## config.mk

```make
export PLATFORM = sky130hd
export DESIGN_NAME = mmio_uart_tx
export DESIGN_NICKNAME = d
export VERILOG_FILES = /design/src/rtl/mmio_uart_pkg.sv /design/src/rtl/sync_fifo.sv /design/src/rtl/mmio_uart_tx.sv
export SDC_FILE = /design/constraint.sdc
export NUM_CORES = 1
export LEC_CHECK = 0
export BUFFER_PORTS_ARGS = -buffer_cell sky130_fd_sc_hd__buf_2
export CAP_MARGIN = 10
export CORE_UTILIZATION = 55
export CTS_BUF_LIST = sky130_fd_sc_hd__clkbuf_4
export CTS_CLUSTER_SIZE = 28
export DETAILED_ROUTE_END_ITERATION = 8
export PLACE_DENSITY = 0.83
export REMOVE_ABC_BUFFERS = 1
export SLEW_MARGIN = 10
export SYNTH_ARGS = -nofsm -noshare
export SYNTH_HDL_FRONTEND = slang
export SYNTH_HIERARCHICAL = 1
export SYNTH_SLANG_ARGS = --single-unit
```

## constraint.sdc

```tcl
create_clock -name clk -period 4.8 [get_ports clk]
set_input_delay 0.48 -clock clk [delete_from_list [all_inputs] [get_ports clk]]
set_output_delay 0.48 -clock clk [all_outputs]
set_load 0.02 [all_outputs]
```

## src/rtl/mmio_uart_pkg.sv

```systemverilog
// mmio_uart_pkg: serializer states, register offsets and STATUS bit positions shared by mmio_uart_tx
package mmio_uart_pkg;
    typedef enum logic [2:0] {IDLE, START, DATA, PARITY, STOP} state_t;
    localparam int OFF_TXDATA  = 0;
    localparam int OFF_STATUS  = 8;
    localparam int OFF_BAUDDIV = 16;
    localparam int ST_FULL     = 0;
    localparam int ST_EMPTY    = 1;
    localparam int ST_BUSY     = 2;
    localparam int ST_OVF      = 3;
    localparam int ST_PAR      = 4;
    localparam int ST_CNT_LSB  = 8;
    localparam logic [15:0] MIN_DIV = 16'd2;
endpackage

```

## src/rtl/sync_fifo.sv

```systemverilog
// sync_fifo: single-clock FIFO; a push into a full FIFO is accepted when a pop happens in the same cycle
module sync_fifo #(
    parameter int WIDTH = 8,
    parameter int DEPTH = 8,
    localparam int AW = $clog2(DEPTH)
) (
    input  logic             clk,
    input  logic             reset,
    input  logic             push,
    input  logic             pop,
    input  logic [WIDTH-1:0] wdata,
    output logic [WIDTH-1:0] rdata,
    output logic             full,
    output logic             empty,
    output logic [AW:0]      count
);
    logic [WIDTH-1:0] mem [DEPTH];
    logic [AW-1:0] wptr, rptr;
    logic do_push, do_pop;

    assign full    = count == (AW+1)'(DEPTH);
    assign empty   = count == '0;
    assign do_pop  = pop & ~empty;
    assign do_push = push & (~full | do_pop);
    assign rdata   = mem[rptr];

    // pointers wrap naturally because DEPTH is a power of two
    always_ff @(posedge clk) begin
        if (reset) begin
            wptr  <= '0;
            rptr  <= '0;
            count <= '0;
        end else begin
            if (do_push) wptr <= wptr + AW'(1);
            if (do_pop) rptr <= rptr + AW'(1);
            count <= count + (AW+1)'(do_push) - (AW+1)'(do_pop);
        end
    end

    // storage needs no reset; only occupied slots are ever read
    always_ff @(posedge clk) begin
        if (do_push) mem[wptr] <= wdata;
    end
endmodule

```

## src/rtl/mmio_uart_tx.sv

```systemverilog
// mmio_uart_tx: memory-mapped UART transmitter (TXDATA/STATUS/BAUDDIV); MMIO_UART_TX_PARITY_EN adds even parity
module mmio_uart_tx
    import mmio_uart_pkg::*;
#(
    parameter int N = 64,
    parameter logic [N-1:0] BASE = 64'h8010,
    parameter int FIFO_DEPTH = 8,
    parameter logic [15:0] BAUD_RST = 16'd434
) (
    input  logic         clk,
    input  logic         reset,
    input  logic [N-1:0] addr,
    input  logic         memWrite,
    input  logic         memRead,
    input  logic [N-1:0] writeData,
    output logic [N-1:0] readData,
    output logic         o_hit,
    output logic         o_tx,
    output logic         o_irq
);
    localparam int AW = $clog2(FIFO_DEPTH);
`ifdef MMIO_UART_TX_PARITY_EN
    localparam state_t AFTER_DATA = PARITY;
    logic par;
`else
    localparam state_t AFTER_DATA = STOP;
`endif

    state_t state, state_n;
    logic [15:0] baud, div_lat, div_n, cnt, cnt_n, eff_div;
    logic [2:0] bit_idx, bit_n;
    logic [7:0] shift, shift_n, head;
    logic [AW:0] count;
    logic [N-1:0] status;
    logic tx_n, pop, full, empty, ovf, done, hit_tx, hit_st, hit_bd, wr_tx, unused_wd;

    assign hit_tx    = addr == BASE + N'(OFF_TXDATA);
    assign hit_st    = addr == BASE + N'(OFF_STATUS);
    assign hit_bd    = addr == BASE + N'(OFF_BAUDDIV);
    assign o_hit     = hit_tx | hit_st | hit_bd;
    assign wr_tx     = memWrite & hit_tx;
    assign eff_div   = baud < MIN_DIV ? MIN_DIV : baud;
    assign done      = cnt == div_lat - 16'd1;
    assign readData  = (memRead & hit_st) ? status : (memRead & hit_bd) ? N'(baud) : '0;
    assign unused_wd = ^writeData[N-1:16];

    sync_fifo #(.WIDTH(8), .DEPTH(FIFO_DEPTH)) u_fifo (
        .clk(clk), .reset(reset), .push(wr_tx), .pop(pop), .wdata(writeData[7:0]),
        .rdata(head), .full(full), .empty(empty), .count(count)
    );

    // STATUS register image
    always_comb begin
        status = '0;
        status[ST_FULL] = full;
        status[ST_EMPTY] = empty;
        status[ST_BUSY] = state != IDLE;
        status[ST_OVF] = ovf;
        status[ST_CNT_LSB +: 8] = 8'(count);
`ifdef MMIO_UART_TX_PARITY_EN
        status[ST_PAR] = 1'b1;
`endif
    end

    // serializer next state; every bit lasts div_lat clocks
    always_comb begin
        state_n = state;
        cnt_n = cnt + 16'd1;
        bit_n = bit_idx;
        shift_n = shift;
        div_n = div_lat;
        tx_n = 1'b1;
        pop = 1'b0;
        case (state)
            IDLE: begin
                cnt_n = '0;
                if (!empty) begin
                    pop = 1'b1;
                    shift_n = head;
                    div_n = eff_div;
                    state_n = START;
                end
            end
            START: begin
                tx_n = 1'b0;
                if (done) begin
                    cnt_n = '0;
                    bit_n = '0;
                    state_n = DATA;
                end
            end
            DATA: begin
                tx_n = shift[0];
                if (done) begin
                    cnt_n = '0;
                    shift_n = shift >> 1;
                    bit_n = bit_idx + 3'd1;
                    state_n = bit_idx == 3'd7 ? AFTER_DATA : DATA;
                end
            end
`ifdef MMIO_UART_TX_PARITY_EN
            PARITY: begin
                tx_n = par;
                if (done) begin
                    cnt_n = '0;
                    state_n = STOP;
                end
            end
`endif
            STOP: begin
                if (done) begin
                    cnt_n = '0;
                    state_n = IDLE;
                end
            end
            default: state_n = IDLE;
        endcase
    end

    // state, registered line/irq, BAUDDIV and sticky overflow
    always_ff @(posedge clk) begin
        if (reset) begin
            state <= IDLE;
            cnt <= '0;
            bit_idx <= '0;
            shift <= '0;
            div_lat <= MIN_DIV;
            baud <= BAUD_RST;
            ovf <= 1'b0;
            o_tx <= 1'b1;
            o_irq <= 1'b1;
        end else begin
            state <= state_n;
            cnt <= cnt_n;
            bit_idx <= bit_n;
            shift <= shift_n;
            div_lat <= div_n;
            o_tx <= tx_n;
            o_irq <= empty & (state == IDLE);
            if (memWrite & hit_bd) baud <= writeData[15:0];
            if (wr_tx & full & ~pop) ovf <= 1'b1;
            else if (memWrite & hit_st & writeData[ST_OVF]) ovf <= 1'b0;
        end
    end

`ifdef MMIO_UART_TX_PARITY_EN
    // even parity of the popped byte, held for the parity bit
    always_ff @(posedge clk) begin
        if (reset) par <= 1'b0;
        else if (pop) par <= ^head;
    end
`endif
endmodule
```

; ---- Yosys cells after proc, flatten, opt, wreduce, memory -nomap -nowiden
; Memory sizes are Yosys's and may differ from the RTL's. A register that Yosys moved wholly into a read port is not among the register bits.
; Cells that the tools add are included.
[op_classes]
shift = 0
muxes = 25
n_eq_ne = 13
n_reduce_logical = 11
n_addsub = 7
div = 0
multipliers = 0
order_cmp = 1
n_bitwise = 17
[ops]
columns = cell, n
row1 = "64-bit by 16-bit == test with 1-bit output, second input constant", 3
row2 = 16-bit two-way mux, 4
row3 = 16-bit one-hot mux with 2 select lines, 1
row4 = 3-bit two-way mux, 8
row5 = "16-bit by 1-bit adder with 16-bit output, second input constant", 1
row6 = 16-bit == test, 1
row7 = "16-bit by 2-bit less-than comparator with 1-bit output, second input constant", 1
row8 = 8-bit two-way mux, 2
row9 = 8-bit one-hot mux with 2 select lines, 1
row10 = "16-bit by 1-bit subtractor with 16-bit output, second input constant", 1
row11 = 3-bit one-hot mux with 4 select lines, 1
row12 = 1-bit bitwise AND, 11
row13 = "3-bit by 1-bit adder with 3-bit output, second input constant", 3
row14 = "2-bit inequality test, second input constant", 4
row15 = "3-bit == test, second input constant", 2
row16 = 1-bit two-way mux, 6
row17 = 3-bit one-hot mux with 2 select lines, 1
row18 = 3-bit AND reduction, 2
row19 = 2-bit nonzero test, 3
row20 = 4-bit by 1-bit adder with 4-bit output, 1
row21 = "4-bit == test, second input constant", 1
row22 = 4-bit zero test, 1
row23 = 4-bit AND reduction, 1
row24 = 4-bit by 1-bit subtractor with 4-bit output, 1
row25 = 9 further kinds, 13
[totals]
word_cells = 87
mem_bits_rw = 64
latchBits = 0
memories = 1
ff_bits = 75
output_inout_bits = 67
inputBits = 132
mem_bits_ro = 0
[mem_list]
columns = memory, depth, word_bits, rd, rd_clocked_by_memory_dff, write_ports, line_no
row1 = u_fifo.mem, 8, 8, 1, 1, 1, sync_fifo.sv:17  ; logic [WIDTH-1:0] mem [DEPTH];

; ---- Logic depth before layout (Yosys ltp)
; Gate-level depths: netlist of the first run.
[depth]
word_depth = 8
ltp_mapped = 15
mapped_depth_nobuf = 13

; ---- Cells and area by module
; Netlist of the first run, hierarchy kept.
[modules_own_cells]
columns = mod, area_each_um2, cells_each, instances
row1 = mmio_uart_tx, 4092.7, 488, 1
row2 = sync_fifo, 3181.8, 183, 1

; ---- Least setup slack after synthesis of the first run
; No wires, ideal clock.
[synth_timing]
kind = input-to-reg
start = input addr[19]
end = memory u_fifo.mem[1][0], enable pin
t_arrival_ps = 3134
path_buffers = 1
cell_stages = 8
required_time_ps = 4405
path_slack_ps = 1271
setup_ps = 395
cell_sequence = nor4_1 > nand4_1 > nor4_1 > nand2_1 > nor3b_1 > clkbuf_1 > nand2_1 > nor4_1
[synth_via]
elab_chain_len = 5
[synth_lines]
columns = item, line_no
row1 = "start, declared", mmio_uart_tx.sv:12  ; input logic [N-1:0] addr,
row2 = 64-bit by 16-bit == test with 1-bit output, mmio_uart_tx.sv:37  ; assign hit_tx = addr == BASE + N'(OFF_TXDATA);
row3 = 1-bit bitwise AND, mmio_uart_tx.sv:41  ; assign wr_tx = memWrite & hit_tx;
row4 = named net wr_tx, mmio_uart_tx.sv:35  ; logic tx_n, pop, full, empty, ovf, done, hit_tx, hit_st, hit_bd, wr_tx, unused_wd;
row5 = 1-bit bitwise AND, sync_fifo.sv:24  ; assign do_push = push & (~full | do_pop);
row6 = 1-bit two-way mux, sync_fifo.sv:42  ; if (do_push) mem[wptr] <= wdata;
row7 = 1-bit two-way mux (not written as such), sync_fifo.sv:42
row8 = "end, declared", sync_fifo.sv:17
; The timed path passes the listed nets, and every way through them passes these cells.

; ---- Worst setup path after layout of the first run
[layout_timing]
start = input addr[54]
end = output readData[1]
[layout_via]
elab_chain_len = 4
elab_cells_between_ends = 6
cone_classes = eq/ne: 2 / mux: 2 / bitwise: 2
[layout_lines]
columns = item, line_no
row1 = 64-bit by 16-bit == test with 1-bit output, mmio_uart_tx.sv:39  ; assign hit_bd = addr == BASE + N'(OFF_BAUDDIV);
row2 = 1-bit bitwise AND, mmio_uart_tx.sv:44  ; assign readData = (memRead & hit_st) ? status : (memRead & hit_bd) ? N'(baud) : '0;
row3 = 16-bit two-way mux, mmio_uart_tx.sv:44
row4 = 16-bit two-way mux *, mmio_uart_tx.sv:44
row5 = "end, declared", mmio_uart_tx.sv:16  ; output logic [N-1:0] readData,
; Every way passes the cells marked *; elsewhere a longest branch is shown, timed or not.

==> metrics.txt, run 1 <==
outcome complete, no violations; unrepaired setup endpoints after global routing no; dominant cells by area after synthesis sky130_fd_sc_hd__edfxtp_1 (26%), sky130_fd_sc_hd__dfxtp_1 (21%), sky130_fd_sc_hd__buf_4 (5.0%); highest fanout seen on the critical path 16; total wirelength of the detailed-routed design 16100 um; dominant cell type by count on the critical path sky130_fd_sc_hd__buf_2; clock buffer count from CTS 17; final HPWL from detailed placement 11600 um; distinct cell type count of the synthesized netlist 73; measured slew at the worst slew-check pin 1.10 ns; clock transition at the registers of the reported paths 0.12 ns; Post-Synthesis Cells 671; fraction of synthesized cell area taken by the top area cell type 0.264; overall power 3.22 mW; net load switching power 1.03 mW; floorplan die width 117 um; Cell Area, Synth 0.00727 mm2; fraction of synthesis flops using an asynchronous set or reset pin 0; number of design-rule violations left by the first detailed-router iteration 392; final hold violation count 0; Std-Cell Core Area 0.0128 mm2; number of fill cells 945; I/O pin cnt 199; switching portion of total power 0.321; leading cell type by number of instances after synthesis sky130_fd_sc_hd__dfxtp_1; Remaining DRCs 0; Initial Utilization 0.569; synthesized area divided by synthesized cell count 10.8 um2; worst path buffer plus inverter count 2; NumNets Final 918; YS warnings 6; worst path arrival time 2.95 ns; FP Rows 41; Worst-Skew Late Latency 0.56 ns; Pint 2.19 mW; P per Cell Area 397 mW/mm2; Top Metal Used met4; Avg WL per Cell 16.8 um; total setup buffers inserted after CTS 0; maximum number of pins on one net before global-route repair 32; number of buffers inserted for hold repair after clock tree synthesis 0; number of H-tree branching levels 4; post-synthesis sequential area ratio 0.479; count of pins over their slew limit 0; die outline area 0.0137 mm2; share of total power in combinational logic 0.267; Min-Delay Path Class in2reg; Slew headroom 0.263; antenna violations before repair 1; vias in the first global route 5338; relative contribution of sequential cells to total power 0.452; DR WL met3 980 um; number of flops mapped to enable cells by yosys 64; setup TNS after final layout 0 ns; cell with the largest stage delay on the worst path sky130_fd_sc_hd__and3_1; required time at the endpoint of the critical path 4.32 ns; post-synth top area cell sky130_fd_sc_hd__edfxtp_1; Final period util 0.715; CTS Root Buffer Type sky130_fd_sc_hd__clkbuf_4; maximum frequency from static timing analysis 291 MHz; Post-synth top cells sky130_fd_sc_hd__dfxtp_1 (78), sky130_fd_sc_hd__edfxtp_1 (64), sky130_fd_sc_hd__nand2_1 (61), sky130_fd_sc_hd__buf_4 (48), sky130_fd_sc_hd__nor4_1 (36); worst stage delay on the critical path 0.69 ns; crit start category input pin; Max Buffers Root-to-Sink 2; kind of cell adding the most delay to the critical path simple AND/OR/NAND/NOR gates; post-route antenna net violation count 0; minimum clock period 3.43 ns; cells traversed along the worst timing path buf_2, nor4b_1, nand4_1, nor4_1, and3_1, a22o_1, buf_2; met1 layer wirelength in the final routing 6830 um; Static Leakage 3.13 nW; kind of critical path in2out; clock network power share 0.281; First-pass DRT Iterations 5; TritonCTS clock tree yes; most frequently used flop master after synthesis sky130_fd_sc_hd__dfxtp_1; via density per instance 5.80; Port-buffer cells 102; global-route congestion overflow total 0; Maximum Capacitance Violations 0; share of post-route cells with drive strength above 1 0.245; sum of met2 wire segment lengths after detailed routing 7970 um; layout-stage area growth over the synthesis result 11.6%; count of cells resized by post-cts repair 0; worst vdd ir 0.000236 V; CTS sink cnt 142; synthesis-stage register bit count 142; final estimated routing congestion in global placement 0.852; final setup fails 0; vias post-DR 5577; element type at the critical path end output port; Max Clock Skew 0.0214 ns; Global Route Usage Sum 0.254; first-pass GRT wire length 26300 um; worst-case hold slack 0.149 ns; overall die height 117 um
worst min-delay path, stage by stage:
cell and delay, ns:
sky130_fd_sc_hd__buf_2 0.07, sky130_fd_sc_hd__mux2i_1 0.05, sky130_fd_sc_hd__nor2_1 0.07
power by group through the flow:
stage,Clock (mW),Combinational (mW),Sequential (mW)
global placement,0,0.807,1.48
finish,0.905,0.861,1.46
detailed placement,0,0.843,1.48
floorplan,0,0.612,1.46
global route,0.972,0.944,1.47
CTS,0.918,0.847,1.46
layer usage:
layer / global-route usage / up-vias
li1: - / 2589
met1: 0.318 / 2679
met2: 0.434 / 276
met3: 0.0520 / 33
met4: 0.101 / 0
met5: 0 / -
stage by stage:
stage / setup WS [ns] / instance area, um2 / utilization / cells
floorplan: 1.03 / 6940 / - / 639
global placement: 1.29 / 7770 / 0.608 / 927
detailed placement: 1.22 / 7770 / 0.608 / 927
CTS: 1.33 / 8110 / 0.635 / 959
global route: 1.11 / 8120 / 0.635 / 960
finish: 1.37 / 8120 / 0.636 / 961
layout make-up:
type,instances,area (um2),area share
repair buffers,116,616,0.0758
clock inverters,15,218,0.0268
clock buffers,17,128,0.0157
well taps,172,215,0.0265
flip-flops and latches,142,3480,0.429
diodes,2,5.00,0.000617
inverters,15,56.3,0.00694
multi-input cells,482,3400,0.418
sequential cells by signal, summed over array words and instances, names as in the netlist, named ones only:
name,count
cnt,16
o_irq,1
u_fifo/wptr,3
bit_idx,3
shift,8
ovf,1
baud,16
u_fifo/rptr,3
o_tx,1
u_fifo/count,4
u_fifo/mem,64
div_lat,16
state,3
final timing paths:
path | slack, ns | startpoint | endpoint | depth (start not counted)
max | 1.37 | addr[54] | readData[1] | 7
max reg2reg | 1.37 | div_lat[0] | cnt[7] | 9
min reg2reg | 0.48 | div_lat[15] | div_lat[15] | 2
min | 0.15 | writeData[15] | baud[15] | 3
placed cells by master (no fill, tap or decap), types with 3 or more instances in the layout:
| cell | n |
|---|---|
| sky130_fd_sc_hd__buf_2 | 102 |
| sky130_fd_sc_hd__dfxtp_1 | 78 |
| sky130_fd_sc_hd__edfxtp_1 | 64 |
| sky130_fd_sc_hd__nand2_1 | 61 |
| sky130_fd_sc_hd__conb_1 | 48 |
| sky130_fd_sc_hd__nor4_1 | 36 |
| sky130_fd_sc_hd__nor2_1 | 32 |
| sky130_fd_sc_hd__a21oi_1 | 32 |
| sky130_fd_sc_hd__xnor2_1 | 20 |
| sky130_fd_sc_hd__nand3_1 | 18 |
| sky130_fd_sc_hd__nor2b_1 | 18 |
| sky130_fd_sc_hd__o21ai_0 | 18 |
| sky130_fd_sc_hd__mux2i_1 | 18 |
| sky130_fd_sc_hd__clkbuf_4 | 17 |
| sky130_fd_sc_hd__mux4_2 | 16 |
| sky130_fd_sc_hd__nor3_1 | 15 |
| sky130_fd_sc_hd__xor2_1 | 15 |
| sky130_fd_sc_hd__inv_1 | 14 |
| sky130_fd_sc_hd__nand4_1 | 14 |
| sky130_fd_sc_hd__buf_4 | 14 |
| sky130_fd_sc_hd__ha_1 | 11 |
| sky130_fd_sc_hd__mux2_2 | 10 |
| sky130_fd_sc_hd__and2_1 | 9 |
| sky130_fd_sc_hd__a22o_1 | 8 |
| sky130_fd_sc_hd__nand2b_1 | 7 |
| sky130_fd_sc_hd__mux2_4 | 7 |
| sky130_fd_sc_hd__nor3b_1 | 5 |
| sky130_fd_sc_hd__bufinv_16 | 5 |
| sky130_fd_sc_hd__and3_1 | 4 |
| sky130_fd_sc_hd__o211ai_1 | 4 |
| sky130_fd_sc_hd__clkinv_1 | 3 |
| sky130_fd_sc_hd__a31o_2 | 3 |
| sky130_fd_sc_hd__or3_1 | 3 |
| sky130_fd_sc_hd__o31ai_1 | 3 |
kinds of logic after synthesis:
logic type,Yosys count,synth area share
AOI/OAI and AO/OA,90,0.0851
other,1,0.000516
muxes,52,0.106
adders and majority gates,12,0.0217
and+or+nand+nor,245,0.187
xor gates and xnor gates,35,0.0421
DFF,142,0.479
buffers and inverters,94,0.0784
No activity file was read; power rests on OpenSTA's default activity.
==> inputs of run 2 (changes only) <==
--- a/config.mk
+++ b/config.mk
@@ -5,13 +5,14 @@
 export SDC_FILE = /design/constraint.sdc
 export NUM_CORES = 1
 export LEC_CHECK = 0
+export ABC_AREA = 1
 export BUFFER_PORTS_ARGS = -buffer_cell sky130_fd_sc_hd__buf_2
 export CAP_MARGIN = 10
-export CORE_UTILIZATION = 55
+export CORE_UTILIZATION = 50
 export CTS_BUF_LIST = sky130_fd_sc_hd__clkbuf_4
 export CTS_CLUSTER_SIZE = 28
 export DETAILED_ROUTE_END_ITERATION = 8
-export PLACE_DENSITY = 0.83
+export PLACE_DENSITY = 0.79
 export REMOVE_ABC_BUFFERS = 1
 export SLEW_MARGIN = 10
 export SYNTH_ARGS = -nofsm -noshare
==> constraint.sdc (replaced) <==
create_clock -name clk -period 2.8 [get_ports clk]
set_input_delay 0.28 -clock clk [delete_from_list [all_inputs] [get_ports clk]]
set_output_delay 0.28 -clock clk [all_outputs]
set_load 0.02 [all_outputs]
==> run 2 against run 1 <==
The run now ends with design-rule violations left; via count increased by 17%; wire length increased by 3.2%; synthesized cell count increased by 42%; worst hold slack got worse by 0.12 ns; die area increased by 14%; total power increased by 110%; synthesized area increased by 3.7%; first-iteration DRC count increased by 8.9%.
==> metrics.txt, run 2 <==
crit start category flop; P per Cell Area 784 mW/mm2; number of fill cells 1281; Min-Delay Path Class in2reg; unrepaired setup endpoints after global routing no; YS warnings 6; NumNets Final 1217; cells traversed along the worst timing path inv_1, ha_1, nand2_2, inv_1, nor2_1, nand2_4, nor2_1, inv_1, nand2_1, ha_1, inv_1, fa_1, o21ai_0, a21oi_1; Final period util 0.887; Worst-Skew Late Latency 0.56 ns; worst path arrival time 2.94 ns; synthesis-stage register bit count 142; relative contribution of sequential cells to total power 0.400; highest fanout seen on the critical path 8; synthesized area divided by synthesized cell count 7.90 um2; vias post-DR 6506; area of combinational cells with multiple inputs 0.00338 mm2; register ranked first by flip-flop count u_fifo/mem; cell with the largest stage delay on the worst path sky130_fd_sc_hd__dfxtp_1; distinct cell type count of the synthesized netlist 43; fraction of synthesized area in multiplexers 0; Avg WL per Cell 13.1 um; post-route antenna net violation count 0; CTS Root Buffer Type sky130_fd_sc_hd__clkbuf_4; Static Leakage 3.70 nW; most frequently used flop master after synthesis sky130_fd_sc_hd__dfxtp_1; Max Buffers Root-to-Sink 2; most frequent standard cell in the layout excluding fill and tap cells sky130_fd_sc_hd__nand2_1; Remaining DRCs 18; Maximum Capacitance Violations 0; Initial Utilization 0.515; leading cell type by number of instances after synthesis sky130_fd_sc_hd__nand2_1; placement-stage cell area 0.00809 mm2; final hold violation count 0; fin worst setup slack 0.317 ns; minimum clock period 2.48 ns; final estimated routing congestion in global placement 0.889; floorplan die width 125 um; Std-Cell Core Area 0.0146 mm2; required time at the endpoint of the critical path 3.26 ns; post-synthesis sequential area ratio 0.462; fraction of synthesized cell area taken by the top area cell type 0.255; simple logic cell fraction of the synthesized area 0.286; global-route congestion overflow total 0; final HPWL from detailed placement 11900 um; register area 0.00348 mm2; Global Route Usage Sum 0.220; measured slew at the worst slew-check pin 0.599 ns; net load switching power 2.85 mW; vias in the first global route 5840; clock buffer count from CTS 17; die outline area 0.0156 mm2; setup TNS after final layout 0 ns; Final Core Density 0.577; CTS sink cnt 142; overall die height 125 um; worst vdd ir 0.000414 V; xor-xnor portion of the synthesized cell area 0.0267; fraction of synthesis flops using an asynchronous set or reset pin 0; share of the synthesized area in compound gates (AO/OA/AOI/OAI) 0.0916; maximum number of pins on one net before global-route repair 33; worst path buffer plus inverter count 4; overall power 6.63 mW; total wirelength of the detailed-routed design 16700 um; max reg flops 64; clock network power share 0.187; dominant cell type by count on the critical path sky130_fd_sc_hd__inv_1; failing checks design-rule violations; share of post-route cells with drive strength above 1 0.185; number of flops mapped to enable cells by yosys 64; final setup fails 0; number of H-tree branching levels 4; First-pass DRT Iterations 7; worst stage delay on the critical path 0.38 ns; layout-stage area growth over the synthesis result 12.1%; Cell Area, Synth 0.00754 mm2; Pint 3.77 mW; TritonCTS clock tree yes; count of pins over their slew limit 0; outcome complete, but fails checks; dominant cells by area after synthesis sky130_fd_sc_hd__edfxtp_1 (25%), sky130_fd_sc_hd__dfxtp_1 (21%), sky130_fd_sc_hd__nand2_1 (9.4%); element type at the critical path end flop; Port-buffer cells 102; post-synthesis share of cell area spent on full adders, half adders and majority gates 0.0209; Slew headroom 0.600; total setup buffers inserted after CTS 0; number of design-rule violations left by the first detailed-router iteration 427; via density per instance 5.11; Post-synth top cells sky130_fd_sc_hd__nand2_1 (188), sky130_fd_sc_hd__nor2_1 (145), sky130_fd_sc_hd__inv_1 (85), sky130_fd_sc_hd__dfxtp_1 (78), sky130_fd_sc_hd__edfxtp_1 (64); kind of cell adding the most delay to the critical path adder cells; first-pass GRT wire length 27100 um; Max Clock Skew 0.0158 ns; design area 0.00845 mm2; switching portion of total power 0.431; kind of critical path reg2reg; share of total power in combinational logic 0.413; clock transition at the registers of the reported paths 0.13 ns; dominant combinational cell family by area after synthesis simple AND/OR/NAND/NOR gates; highest-count cells in the layout ignoring fill and taps sky130_fd_sc_hd__nand2_1 (188), sky130_fd_sc_hd__nor2_1 (145), sky130_fd_sc_hd__buf_2 (102), sky130_fd_sc_hd__inv_1 (85), sky130_fd_sc_hd__dfxtp_1 (78); maximum frequency from static timing analysis 403 MHz; FP Rows 44; antenna violations before repair 2; Post-Synthesis Cells 954; pre-CTS worst setup slack 0.217 ns; I/O pin cnt 199; post-synth top area cell sky130_fd_sc_hd__edfxtp_1
## run 2: cell count changes after synthesis, sizes merged, moves of 29 or more
cell / delta
inv: +75
nand2: +139
nand3: +45
nor2: +135
nor4: -29
o21ai: +52
## run 2: timing repair
item                      CTS  global route
hold buffers                9             1
gates resized for setup     0             0
hold endpoints to repair   15             6
## run 2: cell type report
type | instances | area share
diodes | 2 | 0.000592
clock buffers | 17 | 0.0151
clock inverters | 15 | 0.0161
inverters | 89 | 0.0395
multi-input cells | 692 | 0.400
flip-flops and latches | 142 | 0.412
well taps | 184 | 0.0272
repair buffers | 131 | 0.0891
## run 2: layer usage
metal  track usage  share of wire  up-vias
li1              -              -     3274
met1         0.270           0.42     2929
met2         0.380           0.48      274
met3        0.0473          0.078       29
met4        0.0832          0.023        0
met5             0              0        -
## run 2: cells by family after synthesis
group           count (synthesis)
flops                         142
fa+ha+maj                      12
simple gates                  478
xor+xnor                       23
buf+inv                       167
compound gates                131
other cells                     1
## run 2: path summary, 6_finish.rpt
check	slack [ns]	to	startpoint	cells after the start
worst min register to register	0.48	bit_idx[1]	bit_idx[1]	2
worst min-delay path	0.03	u_fifo/mem[6][5]	writeData[5]	1
worst max register to register	0.32	u_fifo/count[2]	u_fifo/count[2]	14
worst max-delay path	0.32	u_fifo/count[2]	u_fifo/count[2]	14
## run 2: through the flow
step	hold slack, ns	std cells
global route	0.00308	1272
CTS	0.00912	1269
floorplan	0.347	923
detailed placement	0.465	1228
global placement	0.457	1228
finish	0.0334	1272
## run 2: power by group through the flow
stage	logic (mW)	clock network, mW	registers (mW)
floorplan	2.00	0	2.67
global placement	2.62	0	2.69
detailed placement	2.69	0	2.69
CTS	2.72	1.26	2.65
global route	3.13	1.34	2.69
finish	2.74	1.24	2.65
==> inputs of run 3 (changes only) <==
--- a/config.mk
+++ b/config.mk
@@ -8,11 +8,10 @@
 export ABC_AREA = 1
 export BUFFER_PORTS_ARGS = -buffer_cell sky130_fd_sc_hd__buf_2
 export CAP_MARGIN = 10
-export CORE_UTILIZATION = 50
+export CORE_UTILIZATION = 35
 export CTS_BUF_LIST = sky130_fd_sc_hd__clkbuf_4
 export CTS_CLUSTER_SIZE = 28
 export DETAILED_ROUTE_END_ITERATION = 8
-export PLACE_DENSITY = 0.79
 export REMOVE_ABC_BUFFERS = 1
 export SLEW_MARGIN = 10
 export SYNTH_ARGS = -nofsm -noshare
==> constraint.sdc (replaced) <==
create_clock -name clk -period 2.72 [get_ports clk]
set_input_delay 0.272 -clock clk [delete_from_list [all_inputs] [get_ports clk]]
set_output_delay 0.272 -clock clk [all_outputs]
set_load 0.02 [all_outputs]
==> run 3 against run 2 <==
The flow now finishes without violations; sequential share of layout area is 1.1 points lower; count of clock-buffer cells in the layout unchanged; fmax grew 0.82%; clock skew grew 0.016 ns; clock power rose by 19%; critical path type unchanged; critical endpoint unchanged; highest routed layer unchanged.
==> metrics.txt, run 3 (synthesis results as in run 2) <==
measured slew at the worst slew-check pin 0.638 ns; floorplan die width 149 um; kind of critical path reg2reg; layout-stage area growth over the synthesis result 15.2%; Hold Crit Start writeData[6]; total setup buffers inserted after CTS 0; element type at the critical path end flop; final estimated routing congestion in global placement 0.900; vias post-DR 6391; final hold violation count 0; NumNets Final 1224; highest-count cells in the layout ignoring fill and taps sky130_fd_sc_hd__nand2_1 (188), sky130_fd_sc_hd__nor2_1 (144), sky130_fd_sc_hd__buf_2 (102), sky130_fd_sc_hd__inv_1 (85), sky130_fd_sc_hd__dfxtp_1 (78); First-pass DRT Iterations 6; via density per instance 4.67; Port-buffer cells 102; pre-CTS worst setup slack 0.0812 ns; minimum clock period 2.46 ns; clock transition at the registers of the reported paths 0.15 ns; Global Route Usage Sum 0.162; Initial Utilization 0.358; TritonCTS clock tree yes; Avg WL per Cell 12.7 um; Slew headroom 0.574; FP Rows 53; endpoint of the worst register-to-register path u_fifo/count[2]; P per Cell Area 812 mW/mm2; worst reg2reg path depth 14; antenna violations before repair 1; setup slack on the worst flop-to-flop path 0.26 ns; worst path arrival time 2.91 ns; Min-Delay Path Class in2reg; maximum frequency from static timing analysis 406 MHz; count of pins over their slew limit 0; Hold Crit Depth 1; I/O pin cnt 199; total wirelength of the detailed-routed design 17400 um; Maximum Capacitance Violations 0; most frequent standard cell in the layout excluding fill and tap cells sky130_fd_sc_hd__nand2_1; post-route antenna net violation count 0; unrepaired setup endpoints after global routing no; Max Clock Skew 0.0313 ns; Std-Cell Core Area 0.0211 mm2; worst vdd ir 0.000331 V; global-route congestion overflow total 0; overall die height 149 um; required time at the endpoint of the critical path 3.17 ns; share of post-route cells with drive strength above 1 0.189; worst-case hold slack 0.0582 ns; number of H-tree branching levels 4; outcome complete, no violations; maximum number of pins on one net before global-route repair 33; final setup fails 0; Remaining DRCs 0; CTS Root Buffer Type sky130_fd_sc_hd__clkbuf_4; placement-stage cell area 0.00822 mm2; Hold EP u_fifo/mem[1][6]; crit start category flop; highest fanout seen on the critical path 8; number of fill cells 2187; Final period util 0.906; register ranked first by flip-flop count u_fifo/mem; Max Buffers Root-to-Sink 2; die outline area 0.0221 mm2; final HPWL from detailed placement 12800 um; Worst-Skew Late Latency 0.56 ns; clock buffer count from CTS 17; first-pass GRT wire length 28200 um; max reg flops 64; number of design-rule violations left by the first detailed-router iteration 361; vias in the first global route 5726; Static Leakage 3.77 nW; source of the worst register-to-register timing path u_fifo/count[2]; design area 0.00869 mm2; CTS sink cnt 142; fin worst setup slack 0.257 ns
run 3: through the flow:
stage,setup TNS (ns),power [mW],util,cells
CTS,0,7.10,0.411,1366
global placement,0,5.56,0.390,1322
global route,0,7.65,0.412,1369
detailed placement,0,5.60,0.390,1322
finish,0,7.06,0.412,1369
floorplan,-1.67,4.81,-,923
run 3: critical path, stage by stage (launching register included):
cell                      delay [ns]
sky130_fd_sc_hd__dfxtp_1        0.38
sky130_fd_sc_hd__inv_1          0.08
sky130_fd_sc_hd__ha_1           0.21
sky130_fd_sc_hd__nand2_2        0.12
sky130_fd_sc_hd__inv_1          0.09
sky130_fd_sc_hd__nor2_2         0.18
sky130_fd_sc_hd__nand2_4        0.11
sky130_fd_sc_hd__nor2_1         0.18
sky130_fd_sc_hd__inv_1          0.09
sky130_fd_sc_hd__nand2_1        0.08
sky130_fd_sc_hd__ha_1           0.16
sky130_fd_sc_hd__inv_1          0.05
sky130_fd_sc_hd__fa_1           0.38
sky130_fd_sc_hd__o21ai_0        0.21
sky130_fd_sc_hd__a21oi_1        0.06
run 3: per-layer routing:
metal / global-route usage / part of all wire / vias up / wire [um]
met2: 0.272 / 0.48 / 205 / 8290
met4: 0.0444 / 0.0089 / 0 / 154
met3: 0.0309 / 0.046 / 12 / 800
li1: - / - / 3281 / -
met5: 0 / 0 / - / 0
met1: 0.212 / 0.47 / 2893 / 8130
run 3: where the power goes:
group / switching (mW) / leakage (nW) / total [mW] / internal [mW]
registers: 0.263 / 1.21 / 2.74 / 2.47
logic: 1.88 / 2.39 / 2.84 / 0.966
clock network: 0.951 / 0.169 / 1.48 / 0.527
run 3: cell type report:
type                       instances  area, um2  area share
timing repair buffer             138        816      0.0939
clock inverter                    15        191      0.0220
clock buffer                      17        128      0.0147
sequential                       142       3480       0.401
tap                              275        344      0.0396
antenna                            1       2.50    0.000288
inverter                          89        334      0.0385
multi-input combinational        692       3390       0.390
run 3: how the worst max path moves through the flow:
stage / startpoint / end / slack [ns]
after global routing: u_fifo/count[2] / u_fifo/count[2] / 0.003
after detailed placement: addr[27] / u_fifo/count[2] / 0.08
after floorplan: u_fifo/count[2] / u_fifo/count[2] / -0.23
after CTS: u_fifo/count[2] / u_fifo/count[2] / 0.20
after global placement: addr[20] / u_fifo/count[2] / 0.15
final: u_fifo/count[2] / u_fifo/count[2] / 0.26
run 3: repair_timing:
action / in CTS / in global routing
gates resized for setup: 0 / 1
hold buffers: 12 / 2
setup endpoints to repair: 0 / 1
hold endpoints to repair: 35 / 12
